## src/rtl/inst_fetch.sv

```systemverilog
// ----------------------------------------------------------------------------
// inst_fetch
//
// Purpose:
//   Instruction fetch stage. A PC register addresses an instruction memory
//   that returns data combinationally in the same cycle. Each fetched word is
//   pushed, together with its PC, into a 2-entry in-order queue that feeds
//   decode through a valid/ready handshake. A redirect from execute flushes
//   the queue and restarts fetch at the target. A misaligned target parks
//   the block in FAULT until reset.
//
// Parameters:
//   RESET_PC        PC loaded on reset (bits [1:0] must be 0)
//
// Ports:
//   i_clk           clock, all state updates on the rising edge
//   i_rst           synchronous active-high reset
//   o_mem_address   fetch address (the PC register itself)
//   o_mem_op_type   memory operation type, always 0 (read)
//   i_mem_val       memory read data for o_mem_address, same cycle
//   i_redirect      taken branch/jump request from execute
//   i_redirect_pc   redirect target, sampled when i_redirect=1
//   o_inst_valid    queue head holds a valid instruction for decode
//   o_inst          instruction word at the queue head (0 when empty)
//   o_inst_pc       address of o_inst (0 when empty)
//   i_inst_ready    decode accepts the head on a cycle with o_inst_valid=1
//   o_fault         misaligned redirect target seen; sticky until reset
// ----------------------------------------------------------------------------
module inst_fetch #(
   parameter logic [31:0] RESET_PC = 32'h0000_0000
) (
   input  logic        i_clk,
   input  logic        i_rst,
   output logic [31:0] o_mem_address,
   output logic        o_mem_op_type,
   input  logic [31:0] i_mem_val,
   input  logic        i_redirect,
   input  logic [31:0] i_redirect_pc,
   output logic        o_inst_valid,
   output logic [31:0] o_inst,
   output logic [31:0] o_inst_pc,
   input  logic        i_inst_ready,
   output logic        o_fault
);

   typedef enum logic {
      ST_RUN   = 1'b0,
      ST_FAULT = 1'b1
   } state_e;

   state_e            state_q, state_d;
   logic [31:0]       pc_q, pc_d;
   logic [1:0]        count_q, count_d;
   // Entry 0 is always the head; a pop shifts entry 1 down into entry 0.
   logic [1:0][31:0]  q_inst_q, q_inst_d;
   logic [1:0][31:0]  q_pc_q, q_pc_d;

   logic              pop;
   logic [1:0]        fill;   // occupancy after this cycle's pop

   assign pop  = (state_q == ST_RUN) && (count_q != 2'd0) && i_inst_ready;
   assign fill = count_q - {1'b0, pop};

   always_comb begin
      // NOTE: every signal driven here gets a default first, so no path can
      // leave one unassigned and infer a latch.
      state_d  = state_q;
      pc_d     = pc_q;
      count_d  = count_q;
      q_inst_d = q_inst_q;
      q_pc_d   = q_pc_q;

      if (state_q == ST_RUN) begin
         if (i_redirect) begin
            // Flush wins over any push or pop this cycle.
            count_d = 2'd0;
            if (i_redirect_pc[1:0] != 2'b00) begin
               state_d = ST_FAULT;       // PC keeps its old value
            end else begin
               pc_d = i_redirect_pc;
            end
         end else begin
            if (pop) begin
               q_inst_d[0] = q_inst_q[1];
               q_pc_d[0]   = q_pc_q[1];
            end
            // Push whenever a slot is free once the pop has been accounted for.
            if (fill != 2'd2) begin
               q_inst_d[fill[0]] = i_mem_val;
               q_pc_d[fill[0]]   = pc_q;
               pc_d              = pc_q + 32'd4;   // wraps modulo 2^32
               count_d           = fill + 2'd1;
            end else begin
               count_d = fill;
            end
         end
      end
   end

   // NOTE: state is registered with non-blocking assignments so every flop
   // samples the pre-edge values computed above.
   always_ff @(posedge i_clk) begin
      if (i_rst) begin
         // NOTE: the queue storage is cleared on reset as well, not just the
         // count, so the entry contents come up as a known zero.
         state_q  <= ST_RUN;
         pc_q     <= RESET_PC;
         count_q  <= 2'd0;
         q_inst_q <= '0;
         q_pc_q   <= '0;
      end else begin
         state_q  <= state_d;
         pc_q     <= pc_d;
         count_q  <= count_d;
         q_inst_q <= q_inst_d;
         q_pc_q   <= q_pc_d;
      end
   end

   assign o_mem_address = pc_q;
   assign o_mem_op_type = 1'b0;
   assign o_inst_valid  = (state_q == ST_RUN) && (count_q != 2'd0);
   assign o_inst        = (count_q != 2'd0) ? q_inst_q[0] : 32'h0;
   assign o_inst_pc     = (count_q != 2'd0) ? q_pc_q[0]   : 32'h0;
   assign o_fault       = (state_q == ST_FAULT);

endmodule

```

## config.mk

```make
export PLATFORM = sky130hd
export DESIGN_NAME = inst_fetch
export DESIGN_NICKNAME = d
export VERILOG_FILES = /design/src/rtl/inst_fetch.sv
export SDC_FILE = /design/constraint.sdc
export NUM_CORES = 1
export LEC_CHECK = 0
export BUFFER_PORTS_ARGS = -buffer_cell sky130_fd_sc_hd__buf_2
export CORE_MARGIN = 2
export CORE_UTILIZATION = 51
export CTS_BUF_LIST = sky130_fd_sc_hd__clkbuf_2 sky130_fd_sc_hd__clkbuf_4 sky130_fd_sc_hd__clkbuf_8
export DETAILED_ROUTE_END_ITERATION = 7
export PLACE_DENSITY = 0.79
export SLEW_MARGIN = 20
export SYNTH_ARGS = -nofsm -noshare
export SYNTH_HDL_FRONTEND = slang
export SYNTH_SLANG_ARGS = --single-unit
```

## constraint.sdc

```tcl
create_clock -name i_clk -period 1.8 [get_ports i_clk]
set_input_delay 0.18 -clock i_clk [delete_from_list [all_inputs] [get_ports i_clk]]
set_output_delay 0.18 -clock i_clk [all_outputs]
set_load 0.02 [all_outputs]
```

Word level (Yosys, flattened, before mapping)

Index checks and enable logic that the tools add are counted.

$add $sub $neg: 3
Order comparisons: 2
Eq/ne operators: 2
Mux-type cells: 22
Bitwise logic cells: 2
Reductions and logical operators: 9

Operators with widths:

| cell                                                       | count |
|---|---|
| two-way mux 32 bit                                         | 14 |
| bitwise mux 64 bit                                         | 2 |
| adder 32 x 3 -> 32 bit, second input constant              | 1 |
| demux 32 bit (select 1 bit)                                | 1 |
| AND reduction 3 bit                                        | 2 |
| nonzero test 2 bit                                         | 3 |
| two-way mux 2 bit                                          | 2 |
| inequality test 2 bit, second input constant               | 2 |
| logical AND 1 bit                                          | 3 |
| two-way mux 1 bit                                          | 3 |
| adder 2 x 1 -> 2 bit, second input constant                | 1 |
| less-than comparator 1 x 2 -> 1 bit, second input constant | 1 |
| inverter 1 bit                                             | 2 |
| AND reduction 2 bit                                        | 1 |
| subtractor 2 x 1 -> 2 bit                                  | 1 |
| greater-or-equal comparator 1 bit, second input constant   | 1 |

Register bits: 163
Input bits: 68

Logic depth before layout (Yosys ltp)

Gate-level depths: netlist of the first run.

Word-level depth: 10
Mapped depth: 8
Gate-level depth less buffers: 6

Least setup slack after synthesis of the first run

Ideal clock, no wire load.

Path kind: reg2reg
From: register pc_q[2] (netlist: o_mem_address[2])
To: register pc_q[24] (netlist: o_mem_address[24])
Setup time: 0.074 ns
Data arrival time: 1.886 ns
Data required time: 1.726 ns
Slack: -0.160 ns
Cell stages (with the launch flop): 7
Period minus slack after synthesis: 1.960 ns
Path through: dfxtp_1 ha_1 nand4_2 nor3_2 nand3_1 mux2_2 a31oi_1

Cells in the longest elaborated chain, start to end: 3

RTL lines:

| item                     | RTL line | RTL |
|---|---|---|
| start: declaration       | 52       | `logic [31:0] pc_q, pc_d;` |
| start signal: assignment | 113      | `pc_q <= pc_d;` |
| adder 32 x 3 -> 32 bit   | 91       | `pc_d = pc_q + 32'd4;` |
| two-way mux 32 bit       | 88       | `if (fill != 2'd2) begin` |
| two-way mux 32 bit       | 74       | `if (i_redirect) begin` |

Every way passes these cells. The select of a mux whose other input is x is not followed.
A chain may end at the register's enable or synchronous reset.

Worst setup path in the final report of the first run

From: register count_q[0]
To: output port o_inst[11]

Cells in the longest elaborated chain, start to end: 2

RTL lines:

| item                     | RTL line | RTL |
|---|---|---|
| start: declaration       | 53       | `logic [1:0] count_q, count_d;` |
| start signal: assignment | 114      | `count_q <= count_d;` |
| nonzero test 2 bit       | 123      | `assign o_inst = (count_q != 2'd0) ? q_inst_q[0] : 32'h0;` |
| two-way mux 32 bit       | 123      |  |
| end: declaration         | 40       | `output logic [31:0] o_inst,` |

Every way passes these cells.

==> impl_summary.log, run 1 <==
INFO  metric worst_clock_skew = ~0.016 ns
INFO  metric post-route-drc-count = 0
INFO  metric synth_top_area_share = ~43%
INFO  metric worstHoldPathCells = 3
INFO  metric floorplan.initialDensity = 52.1%
INFO  metric first_pass_grt_wire_length = 35200 um
INFO  metric clkTransAtPathRegs = 0.08 ns
INFO  metric synth_seq_cells = 163
INFO  metric postLayoutCoreUtil = ~67%
INFO  metric design.final.nets = 1217
INFO  metric worst_ep_arrival_time = 1.58 ns
INFO  metric vias_in_the_first_global_route = a little over 7000
INFO  metric gr-usage-all-layers = between 20% and 30%
INFO  metric max_slew.worst_pin.slew = roughly 0.57 ns
INFO  metric dr_wl_met2 = between 10000 and 15000 um
INFO  metric hold_viol = 0
INFO  metric synth-async-reset-ratio = 0%
INFO  metric synth_top_area_cell = sky130_fd_sc_hd__dfxtp_1
INFO  metric synth_area_per_cell = 7.89 um^2
INFO  metric netlist_area = 0.00754 mm^2
INFO  metric final-instance-count-excl-fill = 1347
INFO  metric fp.coreArea = 0.0145 mm^2
INFO  metric num_rows = 44
INFO  metric drt_first_pass_iters = 5
INFO  metric critical_path_peak_fanout = 7
INFO  metric final_min_period_over_clock_period = 98.0%
INFO  metric ys_dominant_reg_cell = sky130_fd_sc_hd__dfxtp_1
INFO  metric synth-edff-count = 0
INFO  metric synth-seq-area-share = 43.3%
INFO  metric critical_path.reg2reg.startpoint = count_q[0]
INFO  metric run_status = complete, no violations
INFO  metric post-route-min-period = 1.76 ns
INFO  metric detailedRoute.firstIterationViolations = 746
INFO  metric m1WireLength = 9400 um
INFO  metric hold_slack = 0.00988 ns
INFO  metric leakagePower = 3.92 nW
INFO  metric placedCellCount = 1273
INFO  metric top_level_ports = 167
INFO  metric hold_path.class = primary input to flop
INFO  metric cts_tree = yes
INFO  metric chip_width = around 130 um
INFO  metric clock_path_buffers = 2
INFO  metric number_of_antenna_violations_at_the_first_check_in_global_routing = 2
INFO  metric crit_path_top_delay_cell = sky130_fd_sc_hd__dfxtp_2
INFO  metric cts.sinks = 163
INFO  metric portBuffers = between 150 and 200
INFO  metric type_of_element_capturing_the_critical_path = output pin
INFO  metric cts_max_level = 4
INFO  metric min_delay_worst_endpoint = o_mem_address[24]
INFO  metric final.setup.tns = 0 ns
INFO  metric cp_startpoint_kind = flop
INFO  metric mappedNetlistNets = 1025
INFO  metric layout-drive-gt1-share = 26.6%
INFO  metric max-cap-violations = 0
INFO  metric slew_violations = 0
INFO  metric setup-violations-final = 0
INFO  metric timing.hold.worst.start = i_redirect_pc[24]
INFO  metric slack_of_the_worst_reg_to_reg_path = 0.09 ns
INFO  metric r2r_end = o_mem_address[24]
INFO  metric critical_path.cell_chain = buf_6 > nor2_4 > buf_12 > clkbuf_16 > nor2b_1 > buf_2
INFO  metric detail_route.vias_per_cell = 5.81
INFO  metric drt-wirelength-per-cell = ~17 um
INFO  metric areaGrowthSynthToFinish = 29.5%
INFO  metric grt.overflow.total = 0
INFO  metric highest-signal-layer = met4
INFO  metric timing.critical_path.slowest_cell_delay = 0.33 ns
INFO  metric die_h = approximately 130 um
INFO  metric pwr_density_cell = around 850 mW/mm^2
INFO  metric grt_max_degree = 76
INFO  metric place_ws = -0.0241 ns
INFO  metric fmax = 567 MHz
INFO  metric place.gp.congestion = roughly 0.84
INFO  metric yosys_synthesis_warning_count = 0
INFO  metric ys_types = 59
INFO  metric syn_inst = 956
INFO  metric drt-total-wl = approximately 22000 um
INFO  metric cts.root.buffer_cell = sky130_fd_sc_hd__clkbuf_8
INFO  metric route.antenna.remaining_nets = 0
INFO  metric met3RoutedLength = ~1500 um
INFO  metric post-dp-hpwl = between 10000 and 15000 um
INFO  metric timing.critical_path.required = 1.62 ns
INFO  metric cp_class = flop to output pin
INFO  metric num_vias = 7825
INFO  metric die_area = 0.0158 mm^2
INFO  metric maxSlewHeadroom = roughly 61%
INFO  metric final.setup.worst_slack = 0.0366 ns
INFO  metric ir_drop = 0.567 mV
INFO  metric cts_inserted_buffers = 17
INFO  metric main_area_contributors_after_synthesis = sky130_fd_sc_hd__dfxtp_1 (43%), sky130_fd_sc_hd__nand2_1 (8.1%), sky130_fd_sc_hd__a211oi_1 (6.6%)
INFO  metric clock_latency = roughly 0.47 ns
INFO  metric reg2regPathDepth = 7
==> cells in the mapped netlist, types with 7 or more instances <==
library cell / instances
sky130_fd_sc_hd__dfxtp_1: 163
sky130_fd_sc_hd__nand2_1: 163
sky130_fd_sc_hd__nor2_1: 95
sky130_fd_sc_hd__a21oi_1: 86
sky130_fd_sc_hd__clkbuf_1: 70
sky130_fd_sc_hd__a211oi_1: 66
sky130_fd_sc_hd__nor2b_1: 65
sky130_fd_sc_hd__o22ai_1: 64
sky130_fd_sc_hd__o21ai_0: 20
sky130_fd_sc_hd__nand3_1: 15
sky130_fd_sc_hd__a31oi_1: 10
sky130_fd_sc_hd__nand4_1: 10
sky130_fd_sc_hd__nor3_1: 10
sky130_fd_sc_hd__buf_2: 9
sky130_fd_sc_hd__inv_1: 8
sky130_fd_sc_hd__and3_1: 7
==> cells by family (layout without fill, tap and decap cells) <==
group                      count (synthesis)  in the layout  share of synthesized area, %
and+or+nand+nor                          401            401                          25.6
AOI/OAI and AO/OA                        282            282                          23.7
DFF                                      163            163                          43.3
buffers and inverters                    102            307                          6.39
muxes                                      5              5                         0.680
adders and majority gates                  1              1                         0.166
other                                      1              3                        0.0497
xor gates and xnor gates                   1              1                         0.116
==> state kept, by name (all words and copies together) (netlist names) <==
name / flops
q_inst_q: 64
count_q: 2
o_mem_address: 32
q_pc_q: 64
o_fault: 1
==> what timing repair did <==
action	4_1_cts	5_1_grt
pin swaps	0	2
hold endpoints to repair	33	0
buffers inserted	0	5
gates resized for setup	7	34
endpoints found under the setup margin	68	74
hold buffers	32	0
gates cloned	0	3
==> stage by stage <==
| stage | area [um^2] | total power [W] |
|---|---|---|
| after detailed placement | 8760 | 0.00535 |
| after global routing | 9760 | 0.00866 |
| after floorplan | 7560 | 0.00487 |
| after CTS | 9550 | 0.00826 |
| final | 9760 | 0.00833 |
| after global placement | 8760 | 0.00532 |
==> critical path: cells and delay by family, from the launching register on <==
kind	cells	cell delay [ns]
buffers and inverters	4	0.59
flip-flops	1	0.33
AND/OR/NAND/NOR	2	0.19
==> layout make-up <==
class / count / area [um^2]
Antenna cell: 2 / 5.00
Clock buffer: 21 / 283
Inverter: 8 / 30.0
Clock inverter: 11 / 153
Multi-Input combinational cell: 691 / 3890
Fill cell: 1202 / 4710
Timing Repair Buffer: 267 / 1890
Sequential cell: 163 / 3280
Tap cell: 184 / 230
==> cells in the final DEF (no fill, tap or decap), types with 20 or more instances in the layout <==
cell,n
sky130_fd_sc_hd__clkbuf_8,20
sky130_fd_sc_hd__nor2b_1,59
sky130_fd_sc_hd__a211oi_1,66
sky130_fd_sc_hd__nand2_1,162
sky130_fd_sc_hd__a21oi_1,86
sky130_fd_sc_hd__buf_4,67
sky130_fd_sc_hd__nor2_1,93
sky130_fd_sc_hd__dlygate4sd3_1,32
sky130_fd_sc_hd__buf_2,152
sky130_fd_sc_hd__o22ai_1,64
sky130_fd_sc_hd__dfxtp_1,154
==> layer usage <==
metal | GRT usage [%] | vias up
met4 | 12.0 | 0
li1 | - | 3754
met5 | 0 | -
met2 | 44.5 | 342
met3 | 6.42 | 48
met1 | 34.5 | 3681
==> power by group <==
part	internal, W	switching, W
sequential	0.00380	0.000135
combinational	0.000637	0.000852
clock	0.00150	0.00141
total	0.00594	0.00239
==> how the worst max path moves through the flow <==
stage	start	endpoint	slack, ns
2_1_floorplan	o_mem_address[6]	o_mem_address[29]	0.001
3_3_place_gp	o_mem_address[2]	o_mem_address[10]	0.08
3_5_place_dp	o_mem_address[2]	o_mem_address[12]	-0.02
4_1_cts	count_q[0]	o_inst_pc[30]	0.001
5_1_grt	o_mem_address[11]	o_mem_address[29]	-0.04
6_report	count_q[0]	o_inst[11]	0.04
Note: power is estimated with default switching activity, not from simulation.
==> run 2: changes to the inputs <==
--- a/config.mk
+++ b/config.mk
@@ -5,7 +5,8 @@
 export SDC_FILE = /design/constraint.sdc
 export NUM_CORES = 1
 export LEC_CHECK = 0
-export BUFFER_PORTS_ARGS = -buffer_cell sky130_fd_sc_hd__buf_2
+export BUFFER_PORTS_ARGS = -buffer_cell sky130_fd_sc_hd__buf_4
+export CORE_ASPECT_RATIO = 0.8
 export CORE_MARGIN = 2
 export CORE_UTILIZATION = 51
 export CTS_BUF_LIST = sky130_fd_sc_hd__clkbuf_2 sky130_fd_sc_hd__clkbuf_4 sky130_fd_sc_hd__clkbuf_8
==> run 2 against run 1 <==
  * Maximum frequency shrank 1.2%
  * Sequential share of layout area shrank 2.1 points
  * Highest routed layer unchanged
  * Combinational power rose by 15%
  * First-iteration DRC count up 15%
  * Critical endpoint is now o_inst[24]
  * Final cell count increased by 0.15%
  * Count of clock-buffer cells in the layout shrank 1
  * Sequential power hardly changed
  * Flip-flop and latch count unchanged
  * Power is 4.1% higher
  * Worst setup slack got worse by 0.021 ns
==> impl_summary.log, run 2 (synthesized netlist as in run 1, its figures left out) <==
INFO  metric run_status = complete, no violations
INFO  metric type_of_element_capturing_the_critical_path = output pin
INFO  metric leakagePower = 4.06 nW (+3.6%)
INFO  metric cts_inserted_buffers = 17 (unchanged)
INFO  metric areaGrowthSynthToFinish = 37.8%
INFO  metric drt-wirelength-per-cell = 18.3 um (+10%)
INFO  metric critical_path_peak_fanout = 8 (+1)
INFO  metric grt.overflow.total = 0 (unchanged)
INFO  metric worstHoldPathCells = 3 (unchanged)
INFO  metric portBuffers = 165 (unchanged)
INFO  metric slew_violations = 0 (unchanged)
INFO  metric layout.cell_area.non_filler = 0.0104 mm^2 (+6.4%)
INFO  metric hold_viol = 0 (unchanged)
INFO  metric vias_in_the_first_global_route = 7097 (-1.5%)
INFO  metric post-dp-hpwl = 14300 um (+4.1%)
INFO  metric cts.root.buffer_cell = sky130_fd_sc_hd__clkbuf_8
INFO  metric detailedRoute.firstIterationViolations = 861 (+15%)
INFO  metric cts_max_level = 4 (unchanged)
INFO  metric postLayoutCoreUtil = 72.4% (+5.0 points)
INFO  metric worst_ep_arrival_time = 1.60 ns (+0.02 ns)
INFO  metric pwr_density_cell = 835 mW/mm^2 (-2.2%)
INFO  metric max-cap-violations = 0 (unchanged)
INFO  metric design.final.nets = 1221 (+0.33%)
INFO  metric antennaDiodeCount = 0 (-2)
INFO  metric mostFrequentLayoutCells = sky130_fd_sc_hd__buf_4 (200), sky130_fd_sc_hd__nand2_1 (162), sky130_fd_sc_hd__dfxtp_1 (156), sky130_fd_sc_hd__nor2_1 (93), sky130_fd_sc_hd__a21oi_1 (86)
INFO  metric layout-drive-gt1-share = 28.6% (+2.0 points)
INFO  metric min_delay_worst_endpoint = o_mem_address[12]
INFO  metric cp_class = flop to output pin
INFO  metric timing.hold.worst.start = i_redirect_pc[12]
INFO  metric final.setup.tns = 0 ns (unchanged)
INFO  metric clock_latency = 0.47 ns (about the same)
INFO  metric setup-violations-final = 0 (unchanged)
INFO  metric number_of_antenna_violations_at_the_first_check_in_global_routing = 0 (-2)
INFO  metric gr_layer_usage_met1 = 38.6% (+4.1 points)
INFO  metric globalRouteMet2Util = 45.6% (+1.1 points)
INFO  metric critical_path.reg2reg.startpoint = o_mem_address[4]
INFO  metric max_slew.worst_pin.slew = 0.541 ns (-0.0328 ns)
INFO  metric die_area = 0.0158 mm^2 (about the same)
INFO  metric chip_width = 140 um (+11%)
INFO  metric top_level_ports = 167 (unchanged)
INFO  metric post-route-min-period = 1.78 ns (+0.0206 ns)
INFO  metric die_h = 113 um (-10%)
INFO  metric reg2regPathDepth = 5 (-2)
INFO  metric placement.cell_area = 0.00923 mm^2 (+5.4%)
INFO  metric ir_drop = 0.623 mV (+9.8%)
INFO  metric slack_of_the_worst_reg_to_reg_path = 0.03 ns (-0.06 ns)
INFO  metric drt-total-wl = 24700 um (+10%)
INFO  metric r2r_end = o_mem_address[29]
INFO  metric final_min_period_over_clock_period = 99.1% (+1.1 points)
INFO  metric grt_max_degree = 103 (+36%)
INFO  metric cts.sinks = 163 (unchanged)
INFO  metric fp.coreArea = 0.0143 mm^2 (-0.92%)
INFO  metric detail_route.vias_per_cell = 5.92 (+1.9%)
INFO  metric fmax = 561 MHz (-1.2%)
INFO  metric grtUsageMet3 = 6.60% (+0.18 points)
INFO  metric hold_path.class = primary input to flop
INFO  metric maxSlewHeadroom = 63.9% (+2.6 points)
INFO  metric place.gp.congestion = 0.903 (+7.6%)
INFO  metric gr-usage-all-layers = 28.6% (+1.3 points)
INFO  metric hold_slack = 0.0217 ns (+0.0118 ns)
INFO  metric first_pass_grt_wire_length = 36500 um (+3.7%)
INFO  metric cp_startpoint_kind = flop
INFO  metric clock_path_buffers = 2 (unchanged)
INFO  metric drt_first_pass_iters = 5 (unchanged)
INFO  metric floorplan.initialDensity = 52.6% (+0.48 points)
INFO  metric num_vias = 7982 (+2.0%)
INFO  metric timing.critical_path.required = 1.62 ns (about the same)
INFO  metric rsz0062_at_grt = yes
INFO  metric route.antenna.remaining_nets = 0 (unchanged)
INFO  metric cts_tree = yes
INFO  metric layout_commonest_cell = sky130_fd_sc_hd__buf_4
INFO  metric clkTransAtPathRegs = 0.09 ns (about the same)
INFO  metric worst_clock_skew = 0.0117 ns (-0.00446 ns)
INFO  metric gr-max-usage-layer = met2
INFO  metric num_rows = 39 (-11%)
INFO  metric post-route-drc-count = 0 (unchanged)
## run 2: cell types whose count changed in the layout (fill, tap and decap cells not counted), sizes merged
| cell | delta |
|---|---|
| diode | -2 |
| dlygate4sd3 | +1 |
| clkbuf | +1 |
| clkinv | -1 |
| buf | +1 |
| bufinv | +1 |
| inv | +1 |
## run 2: worst max-delay path, cell delays in order, from the launching register on
cell                        delay (ns)
sky130_fd_sc_hd__dfxtp_2          0.33
sky130_fd_sc_hd__buf_6            0.12
sky130_fd_sc_hd__nor2_4           0.13
sky130_fd_sc_hd__buf_12           0.16
sky130_fd_sc_hd__clkbuf_16        0.20
sky130_fd_sc_hd__nor2b_2          0.06
sky130_fd_sc_hd__buf_6            0.13
## run 2: per-layer routing
metal	vias to the layer above	part of all wire (%)
met1	3750	42
li1	3773	-
met3	44	9.2
met5	-	0
met2	415	47
met4	0	2.2
## run 2: through the flow
stage          setup slack (ns)  power (W)  instances
3_5_place_dp             0.0786    0.00546       1276
5_1_grt                 -0.0442    0.00898       1349
2_1_floorplan           0.00111    0.00487        956
4_1_cts                 -0.0653    0.00850       1342
3_3_place_gp              0.144    0.00543       1276
6_report                 0.0160    0.00867       1349
## run 2: report_power, final
part | internal, W | switching, W
Combinational | 0.000780 | 0.000933
Sequential | 0.00380 | 0.000128
Clock | 0.00160 | 0.00143
## run 2: worst max path at each step
stage,start,to,slack [ns]
final,count_q[1],o_inst[24],0.02
after global routing,o_mem_address[4],o_mem_address[29],-0.04
after CTS,count_q[1],o_inst[12],-0.07
after detailed placement,o_mem_address[2],o_mem_address[18],0.08
after global placement,o_mem_address[2],o_mem_address[16],0.14
after floorplan,o_mem_address[6],o_mem_address[29],0.001
## run 2: layout make-up
type                       count  area (um^2)
clock buffer                  20          269
clock inverter                12          179
fill                        1083         3960
inverter                       8         30.0
multi-input combinational    691         3970
sequential                   163         3270
tap                          184          230
timing repair buffer         271         2450
## run 2: timing repair
action                                  in CTS  in global routing
resized for setup                            1                 65
pin swaps                                    0                  2
buffers inserted                             0                  2
hold buffers                                33                  0
cloned                                       1                  6
hold endpoints to repair                    34                  0
endpoints found under the setup margin      65                 71
==> run 3: changes to the inputs <==
--- a/config.mk
+++ b/config.mk
@@ -5,13 +5,14 @@
 export SDC_FILE = /design/constraint.sdc
 export NUM_CORES = 1
 export LEC_CHECK = 0
+export ABC_AREA = 1
 export BUFFER_PORTS_ARGS = -buffer_cell sky130_fd_sc_hd__buf_4
 export CORE_ASPECT_RATIO = 0.8
 export CORE_MARGIN = 2
-export CORE_UTILIZATION = 51
+export CORE_UTILIZATION = 30
 export CTS_BUF_LIST = sky130_fd_sc_hd__clkbuf_2 sky130_fd_sc_hd__clkbuf_4 sky130_fd_sc_hd__clkbuf_8
 export DETAILED_ROUTE_END_ITERATION = 7
-export PLACE_DENSITY = 0.79
+export PLACE_DENSITY = 0.5
 export SLEW_MARGIN = 20
 export SYNTH_ARGS = -nofsm -noshare
 export SYNTH_HDL_FRONTEND = slang
==> run 3 against run 2 <==
  * Clock skew increased by 0.0054 ns
  * Register-to-register slack improved by 0.09 ns
  * Area after synthesis increased by 12%
  * Critical path depth unchanged
  * Final cell count increased by 43%
  * Critical path type unchanged
==> impl_summary.log, run 3 <==
INFO  metric run_status = complete, no violations
INFO  metric detail_route.vias_per_cell = 4.70 (-21%)
INFO  metric number_of_antenna_violations_at_the_first_check_in_global_routing = 1 (+1)
INFO  metric chip_width = 192 um (+37%)
INFO  metric synth-xor-area-share = 0.104% (-0.013 points)
INFO  metric highest-signal-layer = met4
INFO  metric max-cap-violations = 0 (unchanged)
INFO  metric ir_drop = 0.441 mV (-29%)
INFO  metric power.clock.fraction = 33.5% (-1.5 points)
INFO  metric fmax = 584 MHz (+4.3%)
INFO  metric cts.sinks = 163 (unchanged)
INFO  metric synth-async-reset-ratio = 0% (unchanged)
INFO  metric critical_path_peak_fanout = 18 (+10)
INFO  metric cp-startpoint = count_q[1]
INFO  metric cp_class = flop to output pin
INFO  metric synth_area_per_cell = 6.29 um^2 (-20%)
INFO  metric p_seq_share = 42.6% (-2.7 points)
INFO  metric num_rows = 54 (+38%)
INFO  metric synth_top_family_by_area = simple AND/OR/NAND/NOR gates
INFO  metric areaGrowthSynthToFinish = 34.7%
INFO  metric die_h = 154 um (+37%)
INFO  metric synth-simple-area-share = 30.3% (+4.7 points)
INFO  metric portBuffers = 165 (unchanged)
INFO  metric die_area = 0.0296 mm^2 (+87%)
INFO  metric setup-violations-final = 0 (unchanged)
INFO  metric layout_commonest_cell = sky130_fd_sc_hd__nand2_1
INFO  metric synthAdderAreaFrac = 0.148% (-0.018 points)
INFO  metric design.final.nets = 1615 (+32%)
INFO  metric r2r_end = o_mem_address[24]
INFO  metric layout.cell_area.non_filler = 0.0114 mm^2 (+9.7%)
INFO  metric synth_compound_gate_area_share = 17.7% (-6.0 points)
INFO  metric postLayoutCoreUtil = 41.4% (-31 points)
INFO  metric clock_path_buffers = 2 (unchanged)
INFO  metric grt_max_degree = 70 (-32%)
INFO  metric yosys_synthesis_warning_count = 0 (unchanged)
INFO  metric grt.overflow.total = 0 (unchanged)
INFO  metric synthTopCellsByCount = sky130_fd_sc_hd__nand2_1 (312), sky130_fd_sc_hd__inv_1 (172), sky130_fd_sc_hd__dfxtp_1 (163)
INFO  metric hold_path.class = primary input to flop
INFO  metric dr_wl_met2 = 12500 um (+8.9%)
INFO  metric final.setup.worst_slack = 0.0891 ns (+0.0731 ns)
INFO  metric proportion_of_synthesized_area_in_mux_cells = 0.118% (-0.56 points)
INFO  metric comb_power_share = 23.9% (+4.1 points)
INFO  metric place.gp.congestion = 0.794 (-12%)
INFO  metric power.share.switching = 32.4% (+3.7 points)
INFO  metric detailedRoute.firstIterationViolations = 763 (-11%)
INFO  metric main_area_contributors_after_synthesis = sky130_fd_sc_hd__dfxtp_1 (39%), sky130_fd_sc_hd__nand2_1 (14%), sky130_fd_sc_hd__a21oi_1 (9.4%)
INFO  metric hold_viol = 0 (unchanged)
INFO  metric type_of_element_capturing_the_critical_path = output pin
INFO  metric cts_max_level = 4 (unchanged)
INFO  metric crit_path_top_delay_cell = sky130_fd_sc_hd__dfxtp_2
INFO  metric worst_clock_skew = 0.0171 ns (+0.00535 ns)
INFO  metric clock_latency = 0.46 ns (about the same)
INFO  metric m1WireLength = 15100 um (+45%)
INFO  metric drt-wirelength-per-cell = 15.3 um (-17%)
INFO  metric final_min_period_over_clock_period = 95.1% (-4.1 points)
INFO  metric critical_path.cell_chain = inv_4 > nand2_4 > inv_8 > buf_6 > nor2_1 > buf_4
INFO  metric clkTransAtPathRegs = 0.10 ns (about the same)
INFO  metric worst_setup_path_endpoint = o_inst_pc[23]
INFO  metric synth-seq-area-share = 38.6% (-4.7 points)
INFO  metric critical_path.reg2reg.startpoint = o_mem_address[2]
INFO  metric post-route-min-period = 1.71 ns (-0.0731 ns)
INFO  metric leakagePower = 5.01 nW (+23%)
INFO  metric post-route-drc-count = 0 (unchanged)
INFO  metric place_ws = -0.0964 ns (-0.175 ns)
INFO  metric drt_first_pass_iters = 5 (unchanged)
INFO  metric cts.root.buffer_cell = sky130_fd_sc_hd__clkbuf_8
INFO  metric synth_seq_cells = 163 (unchanged)
INFO  metric vias_in_the_first_global_route = 8375 (+18%)
INFO  metric ys_dominant_reg_cell = sky130_fd_sc_hd__dfxtp_1
INFO  metric synth_top_area_share = 38.6% (-4.7 points)
INFO  metric timing.critical_path.required = 1.62 ns (about the same)
INFO  metric mostFrequentLayoutCells = sky130_fd_sc_hd__nand2_1 (311), sky130_fd_sc_hd__buf_4 (222), sky130_fd_sc_hd__inv_1 (170), sky130_fd_sc_hd__a21oi_1 (159), sky130_fd_sc_hd__dfxtp_1 (159)
INFO  metric post-dp-hpwl = 19100 um (+34%)
INFO  metric top_level_ports = 167 (unchanged)
INFO  metric placement.cell_area = 0.0104 mm^2 (+13%)
INFO  metric timing.critical_path.slowest_cell_delay = 0.35 ns (+0.02 ns)
INFO  metric ys_types = 29 (-51%)
INFO  metric cp_startpoint_kind = flop
INFO  metric netlist_area = 0.00846 mm^2 (+12%)
INFO  metric p_switching = 0.00301 W (+21%)
INFO  metric floorplan.initialDensity = 30.8% (-22 points)
INFO  metric post-synth-top-count-cell = sky130_fd_sc_hd__nand2_1
INFO  metric met3RoutedLength = 1450 um (-36%)
INFO  metric report.power.total = 0.00929 W (+7.1%)
INFO  metric synth-edff-count = 0 (unchanged)
INFO  metric gr-usage-all-layers = 19.9% (-8.7 points)
INFO  metric pwr_density_cell = 815 mW/mm^2 (-2.4%)
INFO  metric fp.coreArea = 0.0275 mm^2 (+92%)
INFO  metric route.antenna.remaining_nets = 0 (unchanged)
INFO  metric cts_tree = yes
INFO  metric drt-total-wl = 29400 um (+19%)
INFO  metric mappedNetlistNets = 1414 (+38%)
INFO  metric slew_violations = 0 (unchanged)
INFO  metric layout-drive-gt1-share = 19.9% (-8.7 points)
INFO  metric synth_top_area_cell = sky130_fd_sc_hd__dfxtp_1
INFO  metric power.internal = 0.00628 W (+1.6%)
INFO  metric slack_of_the_worst_reg_to_reg_path = 0.12 ns (+0.09 ns)
INFO  metric cts_inserted_buffers = 17 (unchanged)
INFO  metric first_pass_grt_wire_length = 46200 um (+27%)
INFO  metric reg2regPathDepth = 10 (+5)
INFO  metric syn_inst = 1345 (+41%)
INFO  metric num_vias = 9046 (+13%)
INFO  metric worst_ep_arrival_time = 1.53 ns (-0.07 ns)
-- run 3: cell count changes in the layout (fill, tap and decap cells not counted), moves of 53 or more --
cell                       delta
sky130_fd_sc_hd__inv_1      +162
sky130_fd_sc_hd__nand2_1    +149
sky130_fd_sc_hd__nand3_1    +127
sky130_fd_sc_hd__a21oi_1     +73
sky130_fd_sc_hd__a211oi_1    -66
sky130_fd_sc_hd__o22ai_1     -64
sky130_fd_sc_hd__nor2_1      +53
-- run 3: cell families (layout without fill, tap and decap cells) --
family	after synthesis	after routing
other	1	2
and+or+nand+nor	626	626
DFF	163	163
muxes	1	1
xor gates and xnor gates	1	1
buffers and inverters	270	484
adders and majority gates	1	1
AOI/OAI and AO/OA	282	282
-- run 3: worst min-delay path by stage --
| stage | slack (ns) | cells past startpoint | startpoint | to |
|---|---|---|---|---|
| final | 0.03 | 3 | i_redirect_pc[10] | o_mem_address[10] |
| after floorplan | 0.35 | 2 | i_mem_val[4] | q_inst_q[36] |
| after detailed placement | 0.44 | 2 | q_pc_q[62] | q_pc_q[62] |
| after CTS | 0.002 | 3 | i_redirect_pc[10] | o_mem_address[10] |
| after global routing | 0.004 | 3 | i_redirect_pc[10] | o_mem_address[10] |
| after global placement | 0.44 | 2 | q_inst_q[63] | q_inst_q[63] |
-- run 3: metal layers --
metal,vias to the layer above,GRT usage (%)
met5,-,0
met4,0,4.65
met1,4141,29.8
li1,4668,-
met3,23,3.47
met2,214,29.2
-- run 3: repair_timing --
item                                   CTS  global route
setup endpoints to repair              103           119
hold buffers                            33             0
cloned                                   2             0
endpoints found under the hold margin   60             0
pin swaps                                0             1
setup buffers                            1             3
resized for setup                        7            27
-- run 3: power by group through the flow --
stage / sequential [W] / clock (W) / combinational, W
2_1_floorplan: 0.00410 / 0 / 0.00118
3_3_place_gp: 0.00403 / 0 / 0.00208
3_5_place_dp: 0.00404 / 0 / 0.00209
4_1_cts: 0.00395 / 0.00321 / 0.00222
5_1_grt: 0.00398 / 0.00335 / 0.00247
6_report: 0.00396 / 0.00311 / 0.00222
-- run 3: final cells by class --
class | instances | area, um^2
timing repair buffer | 275 | 2380
clock buffer | 19 | 249
multi-input combinational | 912 | 4170
tap | 364 | 455
fill | 2948 | 16100
clock inverter | 13 | 199
inverter | 177 | 677
sequential | 163 | 3270
antenna | 1 | 2.50
-- run 3: through the flow --
stage | std cells | setup TNS, ns | hold WS, ns
final | 1924 | 0 | 0.0254
after global routing | 1924 | -0.00167 | 0.00414
after CTS | 1920 | -1.71 | 0.00196
after detailed placement | 1852 | -1.66 | 0.444
after global placement | 1852 | -0.129 | 0.439
after floorplan | 1345 | 0 | 0.346
-- run 3: worst max-delay path, delay by kind of cell, from the launching register on --
kind,cells,cell delay [ns]
buf+inv,4,0.55
flops,1,0.35
simple gates,2,0.17
